$ cat src/rtl/uart_rx_param.sv
// ---------------------------------------------------------------------------
// uart_rx_param
//   UART receiver with built-in baud timing. Frame: 1 start bit, DATA_BITS
//   data bits (LSB first), optional parity bit, STOP_BITS stop bits.
//   The received word is offered on a valid/ready handshake together with
//   its parity/framing flags. A frame that completes while the previous word
//   is still unaccepted is dropped, and the sticky overrun flag is raised.
//
// Ports
//   clk        system clock
//   rst        asynchronous, active-high reset
//   uart_rx    serial input (idle high)
//   rx_data    received word, held while rx_valid
//   rx_valid   word available
//   rx_ready   consumer accepts the word when high together with rx_valid
//   parity_err parity mismatch on the held word (always 0 when PARITY = 0)
//   frame_err  a stop bit of the held word was sampled low
//   overrun    sticky; a frame arrived while the held word was unaccepted
//   busy       receiver is inside a frame (not IDLE)
// ---------------------------------------------------------------------------
module uart_rx_param #(
  parameter int CLKS_PER_BIT = 434,
  parameter int DATA_BITS    = 8,
  parameter int PARITY       = 0,
  parameter int STOP_BITS    = 1
) (
  input  logic                 clk,
  input  logic                 rst,
  input  logic                 uart_rx,
  output logic [DATA_BITS-1:0] rx_data,
  output logic                 rx_valid,
  input  logic                 rx_ready,
  output logic                 parity_err,
  output logic                 frame_err,
  output logic                 overrun,
  output logic                 busy
);

  localparam int CW = $clog2(CLKS_PER_BIT);

  localparam logic [CW-1:0] CNT_HALF  = CW'(CLKS_PER_BIT / 2 - 1);
  localparam logic [CW-1:0] CNT_FULL  = CW'(CLKS_PER_BIT - 1);
  localparam logic [CW-1:0] CNT_ONE   = CW'(1);
  localparam logic [3:0]    LAST_DATA = 4'(DATA_BITS - 1);
  localparam logic [3:0]    LAST_STOP = 4'(STOP_BITS - 1);
  localparam logic          ODD_PAR   = (PARITY == 1);
  localparam logic          HAS_PAR   = (PARITY != 0);

  localparam logic [2:0] S_IDLE  = 3'd0;
  localparam logic [2:0] S_START = 3'd1;
  localparam logic [2:0] S_DATA  = 3'd2;
  localparam logic [2:0] S_PAR   = 3'd3;
  localparam logic [2:0] S_STOP  = 3'd4;

  // ---- input synchroniser ------------------------------------------------
  logic [1:0] r_sync;
  logic       r_rxs_d;
  logic       w_rxs;

  assign w_rxs = r_sync[1];

  always_ff @(posedge clk or posedge rst) begin
    if (rst) begin
      r_sync  <= 2'b11;
      r_rxs_d <= 1'b1;
    end else begin
      r_sync  <= {r_sync[0], uart_rx};
      r_rxs_d <= w_rxs;
    end
  end

  // ---- frame FSM -----------------------------------------------------------
  logic [2:0]           r_state;
  logic [CW-1:0]        r_cnt;
  logic [3:0]           r_idx;
  logic [DATA_BITS-1:0] r_shift;
  logic                 r_perr_f;   // parity result of the frame in flight
  logic                 r_ferr_f;   // any stop bit so far sampled low

  logic w_tick_half;
  logic w_tick;
  logic w_par_bad;
  logic w_done;
  logic w_ferr_fin;

  assign w_tick_half = (r_cnt == CNT_HALF);
  assign w_tick      = (r_cnt == CNT_FULL);
  // Even parity: data ^ parity bit must be 0; odd parity: must be 1.
  assign w_par_bad   = ((^r_shift) ^ w_rxs) != ODD_PAR;
  // Final stop sample: completion happens on this same clock edge, so the
  // framing result has to include the bit being sampled right now.
  assign w_done      = (r_state == S_STOP) && w_tick && (r_idx == LAST_STOP);
  assign w_ferr_fin  = r_ferr_f | ~w_rxs;

  always_ff @(posedge clk or posedge rst) begin
    if (rst) begin
      r_state  <= S_IDLE;
      r_cnt    <= '0;
      r_idx    <= '0;
      r_shift  <= '0;
      r_perr_f <= 1'b0;
      r_ferr_f <= 1'b0;
    end else begin
      case (r_state)
        S_IDLE: begin
          if (r_rxs_d && !w_rxs) begin
            r_cnt   <= '0;
            r_state <= S_START;
          end
        end
        S_START: begin
          if (w_tick_half) begin
            r_cnt <= '0;
            if (!w_rxs) begin
              r_state  <= S_DATA;
              r_idx    <= '0;
              r_perr_f <= 1'b0;
              r_ferr_f <= 1'b0;
            end else begin
              // line back high at mid start bit: glitch, drop silently
              r_state <= S_IDLE;
            end
          end else begin
            r_cnt <= r_cnt + CNT_ONE;
          end
        end
        S_DATA: begin
          if (w_tick) begin
            r_cnt   <= '0;
            r_shift <= {w_rxs, r_shift[DATA_BITS-1:1]};
            if (r_idx == LAST_DATA) begin
              r_idx   <= '0;
              r_state <= HAS_PAR ? S_PAR : S_STOP;
            end else begin
              r_idx <= r_idx + 4'd1;
            end
          end else begin
            r_cnt <= r_cnt + CNT_ONE;
          end
        end
        S_PAR: begin
          if (w_tick) begin
            r_cnt    <= '0;
            r_idx    <= '0;
            r_perr_f <= w_par_bad;
            r_state  <= S_STOP;
          end else begin
            r_cnt <= r_cnt + CNT_ONE;
          end
        end
        S_STOP: begin
          if (w_tick) begin
            r_cnt <= '0;
            if (!w_rxs) r_ferr_f <= 1'b1;
            if (r_idx == LAST_STOP) begin
              r_idx   <= '0;
              r_state <= S_IDLE;
            end else begin
              r_idx <= r_idx + 4'd1;
            end
          end else begin
            r_cnt <= r_cnt + CNT_ONE;
          end
        end
        default: r_state <= S_IDLE;
      endcase
    end
  end

  // ---- output holding register and handshake -------------------------------
  logic [DATA_BITS-1:0] r_data;
  logic                 r_valid;
  logic                 r_perr;
  logic                 r_ferr;
  logic                 r_overrun;
  logic                 w_hs;

  assign w_hs = r_valid & rx_ready;

  always_ff @(posedge clk or posedge rst) begin
    if (rst) begin
      r_data    <= '0;
      r_valid   <= 1'b0;
      r_perr    <= 1'b0;
      r_ferr    <= 1'b0;
      r_overrun <= 1'b0;
    end else begin
      if (w_hs) r_overrun <= 1'b0;
      if (w_done) begin
        // A handshake on the completion cycle frees the slot for the new word.
        if (!r_valid || rx_ready) begin
          r_data  <= r_shift;
          r_perr  <= r_perr_f;
          r_ferr  <= w_ferr_fin;
          r_valid <= 1'b1;
        end else begin
          r_overrun <= 1'b1;
        end
      end else if (w_hs) begin
        r_valid <= 1'b0;
      end
    end
  end

  assign rx_data    = r_data;
  assign rx_valid   = r_valid;
  assign parity_err = r_perr;
  assign frame_err  = r_ferr;
  assign overrun    = r_overrun;
  assign busy       = (r_state != S_IDLE);

endmodule

$ cat config.mk
export PLATFORM = sky130hd
export DESIGN_NAME = uart_rx_param
export DESIGN_NICKNAME = d
export VERILOG_FILES = /design/src/rtl/uart_rx_param.sv
export SDC_FILE = /design/constraint.sdc
export NUM_CORES = 1
export LEC_CHECK = 0
export BUFFER_PORTS_ARGS = -buffer_cell sky130_fd_sc_hd__buf_2
export CORE_ASPECT_RATIO = 0.6
export CORE_UTILIZATION = 40
export DETAILED_ROUTE_END_ITERATION = 7
export PLACE_DENSITY_LB_ADDON = 0.2
export SLEW_MARGIN = 20
export SYNTH_ARGS = -nofsm -noshare
export SYNTH_HDL_FRONTEND = slang
export SYNTH_SLANG_ARGS = --single-unit
$ cat constraint.sdc
create_clock -name clk -period 2.1 [get_ports clk]
set_input_delay 0.105 -clock clk [delete_from_list [all_inputs] [get_ports clk]]
set_output_delay 0.105 -clock clk [all_outputs]
set_load 0.05 [all_outputs]
* Yosys cells after proc, flatten, opt, wreduce, memory -nomap -nowiden *
Cells that the tools add are included.

storage, ports and cells
  bits in registers = 41
  latch bits = 0
  memory bits (writable) = 0
  bits in read-only memories = 0
  input port bits = 4
  output and inout bits = 13
  word-level logic and storage cells = 94
  memories = 0

operators by class
  add/sub/neg operators = 2
  $mul = 0
  div/mod/pow operators = 0
  magnitude comparators = 0
  equality and inequality tests = 17
  shift-type cells = 0
  mux-type cells = 34
  bitwise gates (word level) = 4
  reduce and logical (&&, ||, !) cells = 24

operator list
  operator             number
  $mux 4               7
  $mux 9               3
  $pmux 9 s3           1
  $mux 3               7
  $ne 2x2->1 const B   8
  $pmux 4 s4           1
  $pmux 3 s5           1
  $mux 1               11
  $add 9x1->9 const B  1
  $eq 9x8->1 const B   1
  $eq 9x9->1 const B   1
  $reduce_and 2->1     4
  $reduce_xor 8->1     1
  $reduce_and 7->1     1
  $eq 3x2->1 const B   2
  $reduce_and 6->1     1
  $reduce_bool 2->1    3
  $reduce_bool 3->1    2
  $reduce_and 5->1     1
  $add 4x1->4 const B  1
  $eq 4x3->1 const B   1
  $logic_not 4->1      1
  $ne 2x1->1 const B   2
  $pmux 1 s2           2
  14 further kinds     17

* Longest topological paths before layout *
Gate-level depths: netlist of run 1.

  depth in word-level cells = 5
  gate-level depth with buffers = 9
  gate-level depth less buffers = 7

* Worst setup path before layout of run 1 *
OpenSTA, ideal clock, no wires.

  path type = register to register
  start point = register r_cnt[1]
  end point = register r_perr, in the netlist parity_err
  library setup time = 125 ps
  arrival = 2106 ps
  data required time = 1975 ps
  slack = -130 ps
  stages on the path, launching flop included = 9
  buffers on the path = 2
  period minus slack after synthesis = 2230 ps
  cell sequence = dfrtp_1 -> inv_1 -> ha_1 -> nand2_1 -> or4_1 -> buf_2 -> nor4_1 -> buf_2 -> mux2_2

on the way
  word-level cells in the longest chain between the ends = 4

RTL lines
  what                             line  text
  from (decl)                      74    logic [CW-1:0] r_cnt;
  from (signal assigned)           124   r_cnt <= r_cnt + CNT_ONE;
  from (signal assigned)           138   r_cnt <= r_cnt + CNT_ONE;
  from (signal assigned)           148   r_cnt <= r_cnt + CNT_ONE;
  $eq 9x9->1                       87    assign w_tick = (r_cnt == CNT_FULL);
  $logic_and 1x1->1 (2 in series)  92    assign w_done = (r_state == S_STOP) && w_tick && (r_idx == LAST_STOP);
  $reduce_and 2->1 (no line)       --
  to (signal assigned)             193   r_perr <= r_perr_f;
  to (decl)                        173   logic r_perr;

Every way passes these cells.
A chain may end at the register's enable or synchronous reset.

* Final worst setup path of run 1 *
  start point = register r_cnt[1]
  end point = register r_idx[3]

on the way
  word-level cells in the longest chain between the ends = 3
  elaborated cells on any way between the ends = 7
  classes of those cells = eq/ne: 6; reduce/logical: 1

RTL lines
  what                                      line    text
  $eq 9x9->1 or $eq 9x8->1 (tied branches)  87, 86
  $ne 2x2->1 (no line)                      --
  $reduce_and 6->1 (no line) *              --
  to (signal assigned)                      135     r_idx <= r_idx + 4'd1;
  to (signal assigned)                      159     r_idx <= r_idx + 4'd1;
  to (decl)                                 75      logic [3:0] r_idx;

Every way passes the cells marked *; elsewhere a longest branch is shown, timed or not.

==> impl_summary.txt, run 1 <==
----------------------------------------------------
[Status]
  Outcome ... finished, final reports clean

[GRT]
  Global routing usage summed across all routing layers ... 0.169
  Pin count of the biggest net entering global routing ... 42
  Total overflow reported by the global router ... 0
  Global-route wire length before repair ... 7040 um
  Antenna violations before repair ... 0
  Number of global-route vias before repair ... 1444

[STA]
  Measured slew at the worst slew-check pin ... 0.522 ns
  Remaining max-slew budget at the tightest pin ... 0.652
  Min cycle time layout ... 2.08 ns
  Post-route fraction of the period consumed by the critical path ... 0.990
  Maximum operating frequency ... 0.481 GHz
  Final setup violating endpoints ... 0
  Final hold slack ... 0.357 ns
  Clock skew after layout ... 0.00862 ns
  Unrepaired setup endpoints after global routing ... true
  Final hold vios ... 0
  Max Transition Viols Final ... 0
  Sum of negative setup slack ... 0 ns

[Critical path]
  End of the critical path ... r_idx[3]
  Crit Path Category ... flop to flop
  Worst r2r dst ... r_idx[3]
  Nature of the critical path startpoint ... flop
  Reg2reg setup slack ... 0.02 ns
  Worst-case reg-to-reg path depth ... 7
  Signal arrival time at the worst endpoint ... 2.27 ns
  Critical path endpoint category ... flop
  Worst-path maximum fanout ... 5
  Worst EP required ... 2.29 ns
  Launch instance of the worst register-to-register path ... r_cnt[1]
  Crit path from ... r_cnt[1]

[Logic synthesis]
  Area share of the largest cell type after synthesis ... 0.446
  Post-synthesis sequential element count ... 41
  Net Count, Synth ... 202
  Synth warn ... 0
  Asr flop ratio synth ... 1.00
  Cell type with the highest aggregate area in the netlist ... dfrtp_1
  Cell types with the largest area share after synthesis ... dfrtp_1 45%, mux2_2 11%, dfstp_2 3.7%
  Synthesized cell area ... 2130 um^2
  Most used flip-flop cell after synthesis ... dfrtp_1
  Per-instance average area after synthesis ... 11.1 um^2
  Cell count after synthesis ... 193
  Count of distinct cell types in the synthesized netlist ... 50
  Part of the Yosys area used for sequential elements ... 0.483
  Number of enable flip-flop cells after synthesis ... 0

[Floorplan]
  Core region area ... 5100 um^2
  Width of the die ... 96.3 um
  Die area ... 5640 um^2
  Io pins ... 17
  Die H ... 58.6 um
  Effective utilization at floorplan ... 0.418
  Standard-cell rows ... 20

[Clocking]
  Num CTS Buffers ... 5
  Clock transition at the registers of the reported paths ... 0.08 ns
  Worst-Skew Late Latency ... 0.29 ns
  Number of levels the H-tree was split into ... 2
  TritonCTS clock tree ... done
  Clock buffer depth ... 2
  Clock net sink count ... 41
  Library cell used as clock root buffer ... clkbuf_8

[Placement]
  Routability-driven placement congestion ratio ... 0.768
  HPWL reported at the end of detailed placement ... 3280 um
  Cell area after placement ... 2480 um^2
  Port bufs ... 16

[Power]
  PwrDens ... 1100 nW/um^2
  Peak VDD IR ... 461 uV
  Total Power Consumption ... 2950 uW
  Standby leakage power ... 0.00130 uW

[Detailed routing]
  Drt drc ... 0
  Routed WL ... 4420 um
  Vias post-DR ... 1570
  Detail Route met2 WL ... 1710 um
  Highest Signal Layer ... met4
  Via/cell ratio ... 5.11
  Amount of wire on met3 after detailed routing ... 344 um
  Wl on met1 ... 2340 um
  DRT antenna net count ... 0
  DRT iter0 DRCs ... 77
  Avg WL per Cell ... 14.4 um
  Pre-antenna DRT Iters ... 4

[Layout]
  # nets final ... 249
  Post-route cell area ... 2690 um^2
  # diodes ... 0
  Layout overhead on the synthesized area ... 26.1%
  Share of final-layout standard cells stronger than drive strength 1 ... 0.402
  Post-Route Utilization ... 0.527

[Worst hold path]
  Path type of the worst min-delay path ... flop to flop

[Flow run]
  Max-cap violations ... 0

----------------------------------------------------
[logic make-up after synthesis]
kind of cell,synth area share
mux,0.120
flops,0.483
xor+xnor,0.0452
buf+inv,0.0393
fa+ha+maj,0.0293
compound gates,0.125
simple gates,0.159
[worst min path at each step]
stage               from   endpoint  slack [ns]  cells past startpoint
2_1_floorplan    uart_rx  r_sync[0]        0.11                      0
3_3_place_gp     uart_rx  r_sync[0]        0.21                      1
3_5_place_dp     uart_rx  r_sync[0]        0.21                      1
4_1_cts        r_sync[0]  r_sync[1]        0.36                      0
5_1_grt        r_sync[0]  r_sync[1]        0.36                      0
6_report       r_sync[0]  r_sync[1]        0.36                      0
[per-layer routing]
metal | vias to the layer above | GRT usage
li1 | 785 | -
met1 | 735 | 0.284
met2 | 46 | 0.209
met3 | 4 | 0.0426
met4 | 0 | 0.0384
met5 | - | 0
[metrics by stage]
stage | setup slack (ns) | cells
floorplan | 0.0119 | 193
global placement | 0.0142 | 294
detailed placement | -0.0645 | 294
CTS | 0.0103 | 305
global route | -0.0551 | 307
finish | 0.0211 | 307
[layout make-up]
class,count,area (um^2)
Clock inverter,3,68.8
Fill cell,460,2410
Multi-Input combinational cell,135,1070
Timing Repair Buffer,48,340
Tap cell,66,82.6
Clock buffer,5,68.8
Sequential cell,41,1030
Inverter,9,33.8
[sequential cells by signal (all words and copies together), names as in the netlist, 2 cells and up]
signal and cells:
rx_data 8, r_idx 4, r_shift 8, r_cnt 9
r_sync 2, r_state 3
[where the power goes]
group / leakage (uW) / switching [uW] / total, uW / internal [uW]
clock: 0.0000687 / 284 / 763 / 479
sequential: 0.000545 / 63.7 / 927 / 863
combinational: 0.000690 / 674 / 1260 / 583
total: 0.00130 / 1020 / 2950 / 1920
[synth_stat cells (4+ instances only)]
library cell and number:
a21o_1 5, a21oi_1 5, buf_2 4, dfrtp_1 38, ha_1 5, inv_1 9
mux2_2 20, nand2_1 13, nand3_1 4, nor2_1 7, nor2b_1 4, nor3_1 4
o21ai_0 14, xnor2_1 8
[timing repair]
action                     in CTS  in global routing
setup buffers                   0                  2
hold buffers                    3                  0
setup endpoints to repair       1                  7
hold endpoints to repair       40                  0
pin swaps                       1                  0
resized for setup               2                  3
[cell usage in the layout (no fill, tap or decap), types with 2 or more instances in the layout]
cell type and instances:
a21o_1 5, a21oi_1 5, a31oi_1 2, and3_2 2
buf_2 16, buf_4 28, bufinv_16 2, clkbuf_8 5
dfrtp_1 38, dfstp_2 3, dlygate4sd3_1 3, ha_1 4
inv_1 8, mux2_2 20, mux2i_1 3, nand2_1 12
nand3_1 4, nand4b_1 2, nor2_1 7, nor2b_1 4
nor3_1 4, nor3b_1 2, o21ai_0 14, or2b_1 2
or3b_2 3, xnor2_1 8, xor2_1 3
[critical path: stages, from the launching register on]
cell and delay (ns):
dfrtp_1 0.39, inv_2 0.09, ha_4 0.14, nand2_2 0.04, or4_4 0.47, a221o_1 0.40
nand2b_4 0.17, o41ai_2 0.27
Power figures use the tool's default switching activity.
==> inputs of run 2 (changes only) <==
- CORE_UTILIZATION: 40 -> 53
==> impl_summary.txt, run 2 (synthesized netlist as in run 1, its figures left out) <==
----------------------------------------------------
[GRT]
  Global-route wire length before repair ... 7280 um (+3.3%)
  Total overflow reported by the global router ... 0 (unchanged)
  Global routing usage summed across all routing layers ... 0.226 (+0.0565)
  Number of global-route vias before repair ... 1460 (+1.1%)
  Antenna violations before repair ... 0 (unchanged)
  Pin count of the biggest net entering global routing ... 42 (unchanged)

[Layout]
  Commonest non-fill, non-tap cell in the layout ... dfrtp_1
  # diodes ... 0 (unchanged)
  Filler cell count in the final layout ... 261 (-43%)
  Number of cells in the finished layout apart from fillers ... 286 (-6.8%)
  Commonest non-fill, non-tap cells in the layout ... 38 x dfrtp_1, 24 x buf_4, 16 x buf_2, 14 x mux2_2, 14 x o21ai_0
  Layout overhead on the synthesized area ... 25.0%
  Register area ... 1030 um^2 (unchanged)
  Number of flip-flops under the largest register name ... 9 (unchanged)
  Area of the multi-input gates ... 1120 um^2 (+5.2%)
  Post-route cell area ... 2670 um^2 (-0.88%)
  Share of final-layout standard cells stronger than drive strength 1 ... 0.402 (-0.000816)
  # nets final ... 247 (-0.80%)
  Largest Register ... r_cnt

[Critical path]
  Family with the most delay on the worst path ... simple AND/OR/NAND/NOR gates
  Worst EP required ... 2.29 ns (about the same)
  Signal arrival time at the worst endpoint ... 2.25 ns (-0.02 ns)
  Critical path endpoint category ... flop
  Worst-path maximum fanout ... 5 (unchanged)
  Nature of the critical path startpoint ... flop
  Cells along the critical path ... inv_2, ha_4, nand2_2, or4_4, nor4_4, buf_4, mux2_2
  Critical-path cell with the highest stage delay ... or4_4
  Cell depth of the worst setup path ... 7 (unchanged)
  Worst-case reg-to-reg path depth ... 7 (unchanged)
  Crit path largest cell delay ... 0.45 ns (-0.02 ns)
  Crit Path Category ... flop to flop
  Number of buffer and inverter instances along the worst setup path ... 2 (+1)

[Floorplan]
  Core region area ... 3760 um^2 (-26%)
  Die area ... 4290 um^2 (-24%)
  Standard-cell rows ... 17 (-15%)
  Effective utilization at floorplan ... 0.567 (+0.149)
  Width of the die ... 83.9 um (-13%)
  Io pins ... 17 (unchanged)
  Die H ... 51.1 um (-13%)

[Power]
  Part of the power in registers ... 0.337 (+0.022)
  Total Power Consumption ... 2780 uW (-5.7%)
  Sw Share ... 0.383 (+0.0362)
  Switching pwr ... 1060 uW (+4.1%)
  Standby leakage power ... 0.00128 uW (-2.0%)
  Share of power burned in combinational logic ... 0.475 (+0.049)
  Peak VDD IR ... 421 uV (-8.8%)
  Clock power share ... 0.188 (-0.071)
  Internal power ... 1710 uW (-11%)
  PwrDens ... 1040 nW/um^2 (-4.9%)

[Worst hold path]
  Path type of the worst min-delay path ... flop to flop
  Instance count along the most critical hold path ... 0 (unchanged)

[STA]
  Sum of negative setup slack ... 0 ns (unchanged)
  Post-route fraction of the period consumed by the critical path ... 0.982 (-0.00831)
  Min cycle time layout ... 2.06 ns (-0.0175 ns)
  Maximum operating frequency ... 0.485 GHz (+0.85%)
  Max Transition Viols Final ... 0 (unchanged)
  Final hold slack ... 0.366 ns (+0.00872 ns)
  Remaining max-slew budget at the tightest pin ... 0.663 (+0.0111)
  Unrepaired setup endpoints after global routing ... true
  Clock skew after layout ... 0.00664 ns (-0.00198 ns)
  Measured slew at the worst slew-check pin ... 0.491 ns (-0.0306 ns)
  Final hold vios ... 0 (unchanged)
  Final setup violating endpoints ... 0 (unchanged)

[Status]
  Outcome ... finished, final reports clean

[Clocking]
  Number of levels the H-tree was split into ... 2 (unchanged)
  TritonCTS clock tree ... done
  Library cell used as clock root buffer ... clkbuf_8
  Clock transition at the registers of the reported paths ... 0.08 ns (about the same)
  Clock buffer depth ... 2 (unchanged)
  Num CTS Buffers ... 5 (unchanged)
  Worst-Skew Late Latency ... 0.30 ns (about the same)
  Clock net sink count ... 41 (unchanged)

[Placement]
  Port bufs ... 16 (unchanged)
  HPWL reported at the end of detailed placement ... 3140 um (-4.3%)
  Routability-driven placement congestion ratio ... 0.900 (+17%)
  Cell area after placement ... 2430 um^2 (-1.9%)
  # placed instances ... 272 (-7.5%)

[Flow run]
  Max-cap violations ... 0 (unchanged)

[Detailed routing]
  Routed WL ... 4610 um (+4.2%)
  DRT antenna net count ... 0 (unchanged)
  Drt drc ... 0 (unchanged)
  Pre-antenna DRT Iters ... 4 (unchanged)
  DRT iter0 DRCs ... 94 (+22%)
  Avg WL per Cell ... 16.1 um (+12%)
  Vias post-DR ... 1637 (+4.3%)
  Via/cell ratio ... 5.72 (+12%)

----------------------------------------------------
==> run 2: changes by cell type in the layout (fill, tap and decap cells not counted), moves of 2 or more <==
cell,previous run,this run
mux2_2,20,14
mux2_4,0,6
buf_4,28,24
buf_6,0,2
bufinv_16,2,0
==> run 2: final cells by class <==
class,count,share of cell area
clock inverters,3,0.00798
multi-input cells,135,0.420
flip-flops and latches,41,0.386
well taps,47,0.0221
repair buffers,46,0.125
clock buffers,5,0.0258
inverters,9,0.0127
==> run 2: final timing paths <==
check                           from  slack [ns]    endpoint
setup / recovery            r_cnt[1]        0.04  rx_data[3]
hold / removal             r_sync[0]        0.37   r_sync[1]
setup reg to reg            r_cnt[1]        0.04  rx_data[3]
hold reg to reg            r_sync[0]        0.37   r_sync[1]
max in group asynchronous        rst        1.27   r_sync[1]
min in group asynchronous        rst        0.47    r_cnt[2]
==> run 2: power by group through the flow <==
stage                     Clock [uW]  Sequential [uW]  Combinational, uW
after floorplan                    0              937                814
after global placement             0              944               1120
after detailed placement           0              950               1150
after CTS                        537              935               1160
after global routing             581              951               1430
final                            522              936               1320
==> run 2: stage by stage <==
step	util	worst slack (ns)
floorplan	-	0.0119
global placement	0.646	0.0447
detailed placement	0.646	-0.0379
CTS	0.680	0.00310
global route	0.708	-0.0423
finish	0.708	0.0385
==> run 2: metal layers <==
layer / global-route usage / wire length (um) / part of all wire / up-vias
li1: - / - / - / 775
met1: 0.336 / 2250 / 0.49 / 795
met2: 0.320 / 2010 / 0.44 / 63
met3: 0.0565 / 310 / 0.067 / 4
met4: 0.0805 / 36 / 0.0078 / 0
met5: 0 / 0 / 0 / -
==> run 2: timing repair <==
item / 4_1_cts / 5_1_grt
hold buffers: 3 / 0
gates cloned: 0 / 1
setup buffers: 0 / 2
pin swaps: 1 / 3
setup endpoints to repair: 1 / 19
gates resized for setup: 1 / 19
hold endpoints to repair: 40 / 0
==> inputs of run 3 (changes only) <==
- CORE_MARGIN: not set -> 8
- CTS_BUF_LIST: not set -> sky130_fd_sc_hd__clkbuf_8 sky130_fd_sc_hd__clkbuf_16
- CTS_CLUSTER_SIZE: not set -> 24
==> impl_summary.txt, run 3 (synthesized netlist as in run 1, its figures left out) <==
----------------------------------------------------
[Status]
  Outcome ... finished, final reports clean

[GRT]
  Pin count of the biggest net entering global routing ... 42 (unchanged)
  Total overflow reported by the global router ... 0 (unchanged)
  Global routing usage summed across all routing layers ... 0.147 (-0.0792)
  Global-route wire length before repair ... 7450 um (+2.3%)
  Number of global-route vias before repair ... 1558 (+6.7%)
  Antenna violations before repair ... 0 (unchanged)

[STA]
  Clock skew after layout ... 0.00735 ns (+0.000707 ns)
  Min cycle time layout ... 2.07 ns (+0.00384 ns)
  Remaining max-slew budget at the tightest pin ... 0.668 (+0.00514)
  Final setup violating endpoints ... 0 (unchanged)
  Maximum operating frequency ... 0.484 GHz (-0.19%)
  Max Transition Viols Final ... 0 (unchanged)
  Final hold vios ... 0 (unchanged)
  Measured slew at the worst slew-check pin ... 0.484 ns (-0.00749 ns)
  Setup slack of the critical path after layout ... 0.0347 ns (-0.00384 ns)
  Sum of negative setup slack ... 0 ns (unchanged)
  Post-route fraction of the period consumed by the critical path ... 0.983 (+0.00183)
  Unrepaired setup endpoints after global routing ... true

[Clocking]
  Clock buffer depth ... 2 (unchanged)
  Worst-Skew Late Latency ... 0.29 ns (about the same)
  TritonCTS clock tree ... done
  Library cell used as clock root buffer ... clkbuf_8
  Clock net sink count ... 41 (unchanged)
  Clock transition at the registers of the reported paths ... 0.09 ns (about the same)
  Num CTS Buffers ... 5 (unchanged)
  Number of levels the H-tree was split into ... 2 (unchanged)

[Detailed routing]
  Avg WL per Cell ... 16.1 um (+0.21%)
  DRT antenna net count ... 0 (unchanged)
  DRT iter0 DRCs ... 145 (+54%)
  Via/cell ratio ... 5.60 (-2.1%)
  Drt drc ... 0 (unchanged)
  Vias post-DR ... 1625 (-0.73%)
  Routed WL ... 4680 um (+1.6%)
  Pre-antenna DRT Iters ... 4 (unchanged)

[Critical path]
  Worst-path maximum fanout ... 6 (+1)
  Reg2reg setup slack ... 0.03 ns (about the same)
  Crit Path Category ... flop to flop
  Nature of the critical path startpoint ... flop
  Critical path endpoint category ... flop
  Worst EP required ... 2.28 ns (about the same)
  Signal arrival time at the worst endpoint ... 2.25 ns (about the same)

[Layout]
  # diodes ... 0 (unchanged)
  # nets final ... 248 (+0.40%)
  Largest Register ... r_cnt
  Number of flip-flops under the largest register name ... 9 (unchanged)
  Commonest non-fill, non-tap cell in the layout ... dfrtp_1
  Commonest non-fill, non-tap cells in the layout ... 38 x dfrtp_1, 25 x buf_4, 17 x mux2_2, 17 x buf_2, 13 x o21ai_0
  Layout overhead on the synthesized area ... 24.0%
  Post-Route Utilization ... 0.664 (-0.0444)
  Share of final-layout standard cells stronger than drive strength 1 ... 0.408 (+0.00666)

[Floorplan]
  Die area ... 6380 um^2 (+49%)
  Effective utilization at floorplan ... 0.535 (-0.0315)
  Width of the die ... 97.9 um (+17%)
  Core region area ... 3990 um^2 (+5.9%)
  Io pins ... 17 (unchanged)
  Standard-cell rows ... 18 (+1)
  Die H ... 65.1 um (+27%)

[Placement]
  Routability-driven placement congestion ratio ... 0.870 (-3.4%)
  Worst Setup Slack post-DPL ... -0.000355 ns (+0.0375 ns)
  Port bufs ... 16 (unchanged)
  HPWL reported at the end of detailed placement ... 3320 um (+5.7%)

[Power]
  Standby leakage power ... 0.00128 uW (+0.13%)
  PwrDens ... 1050 nW/um^2 (+0.62%)
  Total Power Consumption ... 2770 uW (-0.14%)
  Peak VDD IR ... 597 uV (+42%)

[Worst hold path]
  Path type of the worst min-delay path ... primary input to flop

[Flow run]
  Max-cap violations ... 0 (unchanged)

----------------------------------------------------
[run 3: cell types whose count changed in the layout (fill, tap and decap cells not counted), sizes merged]
cell / delta
buf: +2
dlygate4sd3: -1
[run 3: where the power goes]
part	total [uW]	switching, uW	internal [uW]	leakage [uW]
logic	1320	708	610	0.000689
clock network	520	284	236	0.0000445
registers	936	72.3	863	0.000545
total	2770	1060	1710	0.00128
[run 3: cell type report]
class | count | area, um^2
Clock buffer | 5 | 68.8
Tap cell | 50 | 62.6
Fill cell | 295 | 1340
Sequential cell | 41 | 1030
Clock inverter | 3 | 21.3
Timing Repair Buffer | 47 | 327
Multi-Input combinational cell | 135 | 1100
Inverter | 9 | 33.8
[run 3: metrics by stage]
stage / instance area, um^2 / cells / hold WS, ns
6_report: 2650 / 290 / 0.00538
3_3_place_gp: 2430 / 276 / 0.212
5_1_grt: 2650 / 290 / 0.00117
2_1_floorplan: 2160 / 193 / 0.109
4_1_cts: 2550 / 286 / 0.00181
3_5_place_dp: 2430 / 276 / 0.215
[run 3: what timing repair did]
| action | 4_1_cts | 5_1_grt |
|---|---|---|
| pin swaps | 1 | 5 |
| hold buffers | 2 | 0 |
| buffers inserted | 0 | 2 |
| endpoints found under the hold margin | 39 | 0 |
| cloned | 0 | 2 |
| endpoints found under the setup margin | 1 | 19 |
| resized for setup | 1 | 17 |
[run 3: worst max-delay path, stage by stage, from the launching register on]
cell     delay, ns
dfrtp_1       0.39
inv_2         0.10
ha_4          0.14
nand2_2       0.05
or4_4         0.45
nor4_4        0.31
buf_6         0.18
mux2_2        0.34
[run 3: worst paths after layout]
path	startpoint	endpoint	cells after the start
max	r_cnt[1]	rx_data[3]	7
min	rx_ready	overrun	2
max reg2reg	r_cnt[1]	rx_data[3]	7
min reg2reg	r_sync[0]	r_sync[1]	0
max in group asynchronous	rst	r_rxs_d	4
min in group asynchronous	rst	rx_data[7]	4
[run 3: metal layers]
layer / share of wire / track usage / routed length (um) / vias to the layer above
li1: - / - / - / 784
met1: 0.48 / 0.192 / 2230 / 782
met2: 0.45 / 0.228 / 2090 / 48
met3: 0.064 / 0.0495 / 298 / 11
met4: 0.014 / 0.0405 / 65 / 0
met5: 0 / 0 / 0 / -
